File: src/rtl/vid_mode_ctrl.sv
// Video mode controller: two debounced pushbuttons step a mode register up or
// down, a synchronous load strobe can set it directly, and a free-running
// prescaler supplies the debounce sample strobe and an LED heartbeat.

// Per-button front end: 2-FF synchroniser followed by a tick-sampled debounce
// FSM that emits exactly one press pulse per accepted physical press.
module vid_mode_db #(
    parameter int DEBOUNCE_TICKS = 3
) (
    input  logic clk,
    input  logic rst,
    input  logic tick,
    input  logic btn_n,
    output logic press
);

    localparam int CW = $clog2(DEBOUNCE_TICKS + 1);
    localparam logic [CW-1:0] CNT_TOP = CW'(DEBOUNCE_TICKS);
    localparam logic [CW-1:0] CNT_ONE = CW'(1);

    typedef enum logic [1:0] {
        IDLE      = 2'd0,
        PRESS_CNT = 2'd1,
        HELD      = 2'd2,
        REL_CNT   = 2'd3
    } db_state_t;

    // FSM state and its run-length counter, kept together so a checker can
    // bind to one signal and see the whole debounce state.
    typedef struct packed {
        db_state_t       state;
        logic [CW-1:0]   cnt;
    } db_dbg_t;

    logic    sync_1;
    logic    sync_2;
    db_dbg_t db_r;

    // Synchronise the asynchronous button; flops idle high (button released).
    always_ff @(posedge clk or posedge rst) begin
        if (rst) begin
            sync_1 <= 1'b1;
            sync_2 <= 1'b1;
        end else begin
            sync_1 <= btn_n;
            sync_2 <= sync_1;
        end
    end

    // Debounce FSM: looks at sync_2 only in tick cycles, holds otherwise.
    // A press is accepted after DEBOUNCE_TICKS low samples and the button must
    // then read high for DEBOUNCE_TICKS samples before another press can count.
    always_ff @(posedge clk or posedge rst) begin
        if (rst) begin
            db_r.state <= IDLE;
            db_r.cnt   <= '0;
            press      <= 1'b0;
        end else begin
            press <= 1'b0;
            if (tick) begin
                case (db_r.state)
                    IDLE: begin
                        if (!sync_2) begin
                            if (CNT_TOP == CNT_ONE) begin
                                press      <= 1'b1;
                                db_r.state <= HELD;
                                db_r.cnt   <= '0;
                            end else begin
                                db_r.state <= PRESS_CNT;
                                db_r.cnt   <= CNT_ONE;
                            end
                        end
                    end
                    PRESS_CNT: begin
                        if (sync_2) begin
                            db_r.state <= IDLE;
                            db_r.cnt   <= '0;
                        end else if (db_r.cnt + CNT_ONE == CNT_TOP) begin
                            press      <= 1'b1;
                            db_r.state <= HELD;
                            db_r.cnt   <= '0;
                        end else begin
                            db_r.cnt   <= db_r.cnt + CNT_ONE;
                        end
                    end
                    HELD: begin
                        if (sync_2) begin
                            if (CNT_TOP == CNT_ONE) begin
                                db_r.state <= IDLE;
                                db_r.cnt   <= '0;
                            end else begin
                                db_r.state <= REL_CNT;
                                db_r.cnt   <= CNT_ONE;
                            end
                        end
                    end
                    REL_CNT: begin
                        if (!sync_2) begin
                            db_r.state <= HELD;
                            db_r.cnt   <= '0;
                        end else if (db_r.cnt + CNT_ONE == CNT_TOP) begin
                            db_r.state <= IDLE;
                            db_r.cnt   <= '0;
                        end else begin
                            db_r.cnt   <= db_r.cnt + CNT_ONE;
                        end
                    end
                    default: begin
                        db_r.state <= IDLE;
                        db_r.cnt   <= '0;
                    end
                endcase
            end
        end
    end

endmodule

module vid_mode_ctrl #(
    parameter int CLK_DIV        = 8192,
    parameter int DEBOUNCE_TICKS = 3,
    parameter int NUM_MODES      = 10,
    parameter int MODE_W         = 4,
    parameter int RESET_MODE     = 0,
    parameter int CHG_HOLD       = 4
) (
    input  logic              clk,
    input  logic              rst,
    input  logic              btn_next_n,
    input  logic              btn_prev_n,
    input  logic              load,
    input  logic [MODE_W-1:0] load_mode,
    output logic              tick,
    output logic              heartbeat,
    output logic [MODE_W-1:0] mode,
    output logic              mode_change,
    output logic              load_err
);

    // Parameter legality is checked while elaborating, never at run time.
    if (CLK_DIV < 2) begin : g_bad_clk_div
        $error("vid_mode_ctrl: CLK_DIV must be >= 2");
    end
    if (DEBOUNCE_TICKS < 1) begin : g_bad_debounce
        $error("vid_mode_ctrl: DEBOUNCE_TICKS must be >= 1");
    end
    if (MODE_W < 1 || MODE_W > 30) begin : g_bad_mode_w
        $error("vid_mode_ctrl: MODE_W out of range");
    end
    if (NUM_MODES < 2 || NUM_MODES > (1 << MODE_W)) begin : g_bad_num_modes
        $error("vid_mode_ctrl: NUM_MODES must be in 2..2**MODE_W");
    end
    if (RESET_MODE < 0 || RESET_MODE >= NUM_MODES) begin : g_bad_reset_mode
        $error("vid_mode_ctrl: RESET_MODE must be < NUM_MODES");
    end
    if (CHG_HOLD < 1) begin : g_bad_chg_hold
        $error("vid_mode_ctrl: CHG_HOLD must be >= 1");
    end

    localparam int PW = $clog2(CLK_DIV);
    localparam int HW = $clog2(CHG_HOLD + 1);

    localparam logic [PW-1:0]     PRESC_TOP   = PW'(CLK_DIV - 1);
    localparam logic [PW-1:0]     PRESC_ONE   = PW'(1);
    localparam logic [MODE_W:0]   NUM_MODES_W = (MODE_W + 1)'(NUM_MODES);
    localparam logic [MODE_W-1:0] MODE_MAX    = MODE_W'(NUM_MODES - 1);
    localparam logic [MODE_W-1:0] MODE_RST    = MODE_W'(RESET_MODE);
    localparam logic [MODE_W-1:0] MODE_ONE    = MODE_W'(1);
    localparam logic [HW-1:0]     HOLD_INIT   = HW'(CHG_HOLD - 1);
    localparam logic [HW-1:0]     HOLD_ONE    = HW'(1);

    logic [PW-1:0]     presc;
    logic [HW-1:0]     hold_cnt;
    logic              press_next;
    logic              press_prev;
    logic [MODE_W-1:0] mode_nxt;
    logic              load_bad;
    logic              mode_upd;

    // Free-running prescaler; tick and heartbeat are registered off its wrap.
    always_ff @(posedge clk or posedge rst) begin
        if (rst) begin
            presc     <= '0;
            tick      <= 1'b0;
            heartbeat <= 1'b0;
        end else begin
            if (presc == PRESC_TOP) begin
                presc     <= '0;
                tick      <= 1'b1;
                heartbeat <= ~heartbeat;
            end else begin
                presc     <= presc + PRESC_ONE;
                tick      <= 1'b0;
            end
        end
    end

    vid_mode_db #(.DEBOUNCE_TICKS(DEBOUNCE_TICKS)) u_db_next (
        .clk   (clk),
        .rst   (rst),
        .tick  (tick),
        .btn_n (btn_next_n),
        .press (press_next)
    );

    vid_mode_db #(.DEBOUNCE_TICKS(DEBOUNCE_TICKS)) u_db_prev (
        .clk   (clk),
        .rst   (rst),
        .tick  (tick),
        .btn_n (btn_prev_n),
        .press (press_prev)
    );

    // Next-mode selection. load is a plain strobe with no ready: every load
    // cycle is consumed and wins over button events in that same cycle.
    // Opposing presses in one cycle cancel; every path keeps mode < NUM_MODES.
    always_comb begin
        mode_nxt = mode;
        load_bad = 1'b0;
        if (load) begin
            if ({1'b0, load_mode} < NUM_MODES_W) begin
                mode_nxt = load_mode;
            end else begin
                load_bad = 1'b1;
            end
        end else if (press_next && !press_prev) begin
            mode_nxt = (mode == MODE_MAX) ? '0 : mode + MODE_ONE;
        end else if (press_prev && !press_next) begin
            mode_nxt = (mode == '0) ? MODE_MAX : mode - MODE_ONE;
        end
        mode_upd = (mode_nxt != mode);
    end

    // Mode register plus the mode_change hold timer; a change during an
    // active hold reloads the timer so the flag stays continuously high.
    always_ff @(posedge clk or posedge rst) begin
        if (rst) begin
            mode        <= MODE_RST;
            mode_change <= 1'b0;
            hold_cnt    <= '0;
            load_err    <= 1'b0;
        end else begin
            mode     <= mode_nxt;
            load_err <= load_bad;
            if (mode_upd) begin
                mode_change <= 1'b1;
                hold_cnt    <= HOLD_INIT;
            end else if (hold_cnt != '0) begin
                hold_cnt    <= hold_cnt - HOLD_ONE;
            end else begin
                mode_change <= 1'b0;
            end
        end
    end

endmodule

File: config.mk
export PLATFORM = sky130hd
export DESIGN_NAME = vid_mode_ctrl
export DESIGN_NICKNAME = d
export VERILOG_FILES = /design/src/rtl/vid_mode_ctrl.sv
export SDC_FILE = /design/constraint.sdc
export NUM_CORES = 1
export LEC_CHECK = 0
export ABC_AREA = 0
export CAP_MARGIN = 25
export CORE_ASPECT_RATIO = 1.4
export CORE_MARGIN = 1.5
export CORE_UTILIZATION = 30
export CTS_BUF_LIST = sky130_fd_sc_hd__clkbuf_4 sky130_fd_sc_hd__clkbuf_8
export CTS_CLUSTER_DIAMETER = 80
export CTS_CLUSTER_SIZE = 10
export DETAILED_ROUTE_END_ITERATION = 16
export HOLD_SLACK_MARGIN = 0.15
export PLACE_DENSITY = 0.54
export SLEW_MARGIN = 15
export SYNTH_ARGS = -nofsm -noshare
export SYNTH_HDL_FRONTEND = slang
export SYNTH_SLANG_ARGS = --single-unit
export TNS_END_PERCENT = 5
File: constraint.sdc
create_clock -name clk -period 5.7 [get_ports clk]
set_input_delay 0.855 -clock clk [delete_from_list [all_inputs] [get_ports clk]]
set_output_delay 0.855 -clock clk [all_outputs]
set_load 0.005 [all_outputs]
== Yosys cells after proc, flatten, opt, wreduce, memory -nomap -nowiden ==
Index checks and enable logic that the tools add are counted.
Word-level totals
  flip-flop bits (word level): 38
  input bits: 9
  output and inout port bits: 8
  logic and storage cells: 96
Operators by class
  add/subtract/negate cells: 6
  order comparisons: 1
  equal/unequal tests: 20
  mux-type cells: 38
  bitwise logic cells: 1
  reduce and logical (&&, ||, !) cells: 13
Operators by type and width (count)
  $mux W4: 14
  $pmux W4 S4: 2
  $add A13 B1 Y13 const B: 1
  $eq A13 B13 Y1 const B: 1
  $mux W1: 13
  $mux W13: 1
  $eq A2 B2 Y1 const B: 6
  $mux W2: 6
  $reduce_and A5 Y1: 2
  $mux W3: 2
  $ne A2 B2 Y1 const B: 3
  $ne A3 B1 Y1 const B: 2
  $ne A3 B3 Y1 const B: 2
  $reduce_and A3 Y1: 2
  $add A2 B1 Y2 const B: 2
  $add A4 B1 Y4 const B: 1
  $eq A2 B1 Y1 const B: 2
  $eq A4 B4 Y1 const B: 1
  $logic_not A2 Y1: 2
  $logic_not A4 Y1: 1
  $lt A4 B4 Y1 const B: 1
  $ne A2 B1 Y1 const B: 2
  $ne A4 B4 Y1: 1
  $sub A4 B1 Y4 const B: 1
  6 further kinds: 8

== Depth between registers and ports, before layout ==
  word-level depth: 7
  gate-level depth with buffers: 8
  gate-level depth less buffers: 7

== Hierarchy ==
A second synthesis with hierarchy kept.
Second synthesis, totals
  cells, all modules: 202
  area total of the unflattened synthesis: 2099.5 µm²
Modules (own cells, without submodules)
  vid_mode_ctrl: times used 1, cells an instance 156, area each 1519.0 µm², sequential area each 600.6 µm²
  vid_mode_db: times used 2, cells an instance 23, area each 290.3 µm², sequential area each 177.7 µm²

== Worst setup path before layout ==
OpenSTA, ideal clock, no wires.
  path type: flip-flop to flip-flop
  start: reg mode[0]
  end: reg hold_cnt[2]
  setup time: 0.067 ns
  arrival: 2.297 ns
  required time: 5.633 ns
  path slack: 3.336 ns
  cell stages (with the launch flop): 9
  buffers on the path: 1
  period minus slack after synthesis: 2.364 ns
  path through: dfrtp_1 buf_2 inv_1 ha_1 or3b_1 o221a_1 mux2_4 nor4_4 and3_1
On the way
  word-level cells in the longest chain between the ends: 7
  elaborated cells between the ends (all ways): 13
  classes of those cells: add/sub (2); eq/ne (2); mux (7); reduce/logical (2)
Ends and longest elaborated chain
  start, declared: line 135  | output logic [MODE_W-1:0] mode,
  start signal, assigned: line 243  | mode <= mode_nxt;
  $sub A4 B1 Y4 or $logic_not A4 Y1 (tied branches): line 229  | mode_nxt = (mode == '0) ? MODE_MAX : mode - MODE_ONE;
  $mux W4: line 229
  $mux W4: line 228  | end else if (press_prev && !press_next) begin
  $mux W4: line 226  | end else if (press_next && !press_prev) begin
  $mux W4: line 220  | if (load) begin
  $ne A4 B4 Y1 *: line 231  | mode_upd = (mode_nxt != mode);
  $mux W3 or $reduce_bool A2 Y1 (tied branches)
  end signal, assigned: line 249  | hold_cnt <= hold_cnt - HOLD_ONE;
  end, declared: line 173  | logic [HW-1:0] hold_cnt;
Every way passes the cells marked *; elsewhere a longest branch is shown, timed or not.
A chain may end at the register's enable or synchronous reset.

== Final worst setup path ==
  start: in load
  end: reg hold_cnt[2]
On the way
  word-level cells in the longest chain between the ends: 3
  elaborated cells between the ends (all ways): 4
  classes of those cells: eq/ne (1); mux (2); reduce/logical (1)
Ends and longest elaborated chain
  start, declared: line 131  | input logic load,
  $mux W4 *: line 220
  $ne A4 B4 Y1 *: line 231
  $mux W3 or $reduce_bool A2 Y1 (tied branches)
Marked as above.

==> impl_results.md <==
* Status: finished clean
* Worst vdd ir at 0.000107 V
* Vias at 1605
* Vias per std cell at 4.91
* Post-synthesis sequential area ratio at 45.8%
* Yosys Warn Count at 0
* Crit path buffers/inverters at 2
* Post-Syn Nets at 235
* Setup_tns at 0 ps
* Synth-to-layout area growth at 15.9%
* Arrival time worst endpoint at 2880 ps
* Nets at 249
* Clock share of power at 34.0%
* Antenna violations before repair at 0
* Post-route DRC at 0
* Finished Layout Cells at 327
* DIE WIDTH at 73.5 um
* CTS Hold Buffers Added at 0
* Grt ovf at 0
* Sequential Power Share at 51.8%
* Worst-path clk slew at 70 ps
* # diodes at 0
* Largest fanout on the critical path at 8
* Worst-Skew Late Latency at 280 ps
* Max Cap Viol at 0
* Synth Register Bits at 38
* Max-slew violations at 0
* RD Place Congestion at 0.830
* Die area at 7480 um2
* Setup Crit Path Kind: input port to flop
* Routed len/inst at 12.8 um
* Post-CTS Setup Bufs at 0
* Async SR Flop Fraction at 100%
* Slew HR at 63.2%
* Detailed Routing Iterations Pass 1 at 4
* CTS buffer count at 5
* Largest net degree at the start of global routing at 39
* Final min period at 2660 ps
* Hold Crit Class: flop to flop
* Fin crit share at 46.6%
* Detail Placement HPWL at 2950 um
* Antenna Nets Post-Route at 0
* Worst Path Required at 5920 ps
* Clk buf depth at 2
* Sw frac at 25.9%
* Fmax at 376 MHz
* Cells after synthesis at 220
* Final Hold Vio Count at 0
* Clock Sinks at 38
* Worst setup SP type: input port
* WL final at 4180 um
* Internal Power at 0.420 mW
* Post-synthesis instance area at 2090 um2
* Share of cells above drive strength 1 at 8.09%
* NetSw at 0.147 mW
* Ports at 17
* Port bufs at 16
* Count of different cell masters after synthesis at 49
* Cells after DPL at 319
* Rows at 35
* Number of synthesized flops with an enable pin at 0
* Clock Skew at 2.12 ps
* PostCTS Resize Cnt at 0
* Die height at 102 um
* Gate power share at 14.2%
* CP cell instances: clkdlybuf4s50_1 -> clkinv_1 -> o221a_1 -> mux2_4 -> nor4_4 -> and3_1
* RR Startpoint: mode[1]
* Initial core utilization at 31.4%
* Critical path's largest stage delay at 640 ps
* Vias in the first global route at 1568
* Starting DRT DRC Count at 76
* RSZ-0062 raised after global routing: false
* Core area at 6660 um2
* Worst Setup SP: load
* CP top delay family: buffers and inverters
* Worst slew pin tran at 548 ps
* Final setup violation count at 0
* Commonest register cell after synthesis: dfrtp_1
* Post-synthesis area per instance at 9.49 um2
* CP max stage cell: clkdlybuf4s50_1
* P per Cell Area at 234 nW/um2
* Clock Tree Root: clkbuf_8
* First-pass GRT wire length at 7300 um
* Static leakage at 1.05 nW
* Depth of the CTS H-tree at 2
* Global Route Usage Sum at 12.5%
* Hold path start: u_db_prev.sync_1
* Setup crit end kind: flop
* CTS tree: yes
## per-layer routing
layer | GRT usage [%] | up-vias | part of all wire (%)
met5 | 0 | - | 0
met4 | 5.84 | 0 | 2.0
met3 | 2.89 | 9 | 3.7
met2 | 20.2 | 29 | 50
met1 | 15.6 | 772 | 45
li1 | - | 795 | -
## logic make-up (layout without fill, tap and decap cells)
logic type | after synthesis | in the layout | synth area share (%)
compound gates | 46 | 46 | 14.5
xor+xnor | 18 | 18 | 7.55
fa+ha+maj | 6 | 6 | 3.59
buf+inv | 22 | 37 | 4.37
flops | 38 | 38 | 45.8
mux | 2 | 2 | 1.26
simple gates | 88 | 88 | 22.9
## synthesized netlist by cell type, types with 2 or more instances
cell | n | share of area (%)
a21oi_1 | 10 | 2.4
a31oi_1 | 5 | 1.5
and2_1 | 3 | 0.90
and3_1 | 3 | 0.90
buf_2 | 7 | 1.7
clkbuf_1 | 3 | 0.54
dfrtp_1 | 34 | 41
dfstp_2 | 4 | 5.0
ha_1 | 6 | 3.6
inv_1 | 11 | 2.0
nand2_1 | 19 | 3.4
nand2b_1 | 6 | 1.8
nand3_1 | 11 | 2.6
nand3b_1 | 2 | 0.72
nand4_1 | 6 | 1.8
nor2_1 | 17 | 3.1
nor2b_1 | 5 | 1.5
nor3_1 | 3 | 0.72
nor3b_1 | 3 | 1.1
o21ai_0 | 13 | 3.1
o22ai_1 | 2 | 0.60
o311a_1 | 2 | 0.96
o31ai_1 | 2 | 0.72
or2_2 | 2 | 0.60
xnor2_1 | 9 | 3.8
xor2_1 | 9 | 3.8
## final timing paths
kind	to	slack, ps	cells after the start
min in group asynchronous	presc[1]	970	3
setup / recovery	hold_cnt[2]	3040	6
hold reg to reg	u_db_prev.sync_2	360	0
max in group asynchronous	u_db_next.sync_1	4370	3
setup reg to reg	hold_cnt[2]	3070	7
hold / removal	u_db_prev.sync_2	360	0
## final cells by class
class | instances | area (um2)
Clock inverter | 1 | 5.00
Multi-Input combinational cell | 160 | 1040
Timing Repair Buffer | 17 | 168
Sequential cell | 38 | 956
Fill cell | 716 | 4240
Clock buffer | 7 | 90.1
Inverter | 12 | 45.0
Tap cell | 92 | 115
## power by group through the flow
stage / Sequential, mW / Clock [mW] / Combinational [mW]
finish: 0.294 / 0.193 / 0.0805
global route: 0.296 / 0.216 / 0.0912
CTS: 0.294 / 0.203 / 0.0821
detailed placement: 0.299 / 0 / 0.0815
global placement: 0.299 / 0 / 0.0808
floorplan: 0.292 / 0 / 0.0601
## state kept, by name, indices dropped and copies added, names as in the netlist, 3 cells and up, named ones only
signal and flops:
hold_cnt 3, u_db_next.db_r 3, mode 4, presc 13, u_db_prev.db_r 3
## through the flow
step / setup slack (ps) / power [mW] / cell area, um2 / utilization [%] / hold WS, ps
2_1_floorplan: 3340 / 0.352 / 2090 / - / 345
3_3_place_gp: 2770 / 0.380 / 2320 / 34.9 / 346
3_5_place_dp: 2750 / 0.381 / 2320 / 34.9 / 347
4_1_cts: 3040 / 0.579 / 2420 / 36.4 / 358
5_1_grt: 2870 / 0.604 / 2420 / 36.4 / 360
6_report: 3040 / 0.567 / 2420 / 36.4 / 356
## worst register-to-register path, delay by kind of cell (launching register included)
| family | cells | cell delay [ps] |
|---|---|---|
| multiplexers | 1 | 320 |
| AO/OA/AOI/OAI | 1 | 330 |
| flip-flops | 1 | 490 |
| AND/OR/NAND/NOR | 3 | 990 |
| adder cells (fa/ha/maj) | 1 | 270 |
| buffers and inverters | 1 | 170 |
## placed cells by master (no fill, tap or decap), types with 2 or more instances in the layout
master,Yosys,routed
a21oi_1,10,10
a31oi_1,5,5
and2_1,3,3
and3_1,3,3
clkbuf_8,0,6
clkdlybuf4s50_1,0,16
dfrtp_1,34,34
dfstp_2,4,4
ha_1,6,6
inv_1,11,11
nand2_1,19,19
nand2b_1,6,6
nand3_1,11,11
nand3b_1,2,2
nand4_1,6,6
nor2_1,17,17
nor2b_1,5,5
nor3_1,3,3
nor3b_1,3,3
o21ai_0,13,13
o22ai_1,2,2
o311a_1,2,2
o31ai_1,2,2
or2_2,2,2
xnor2_1,9,9
xor2_1,9,9
(Power assumes the default switching activity.)
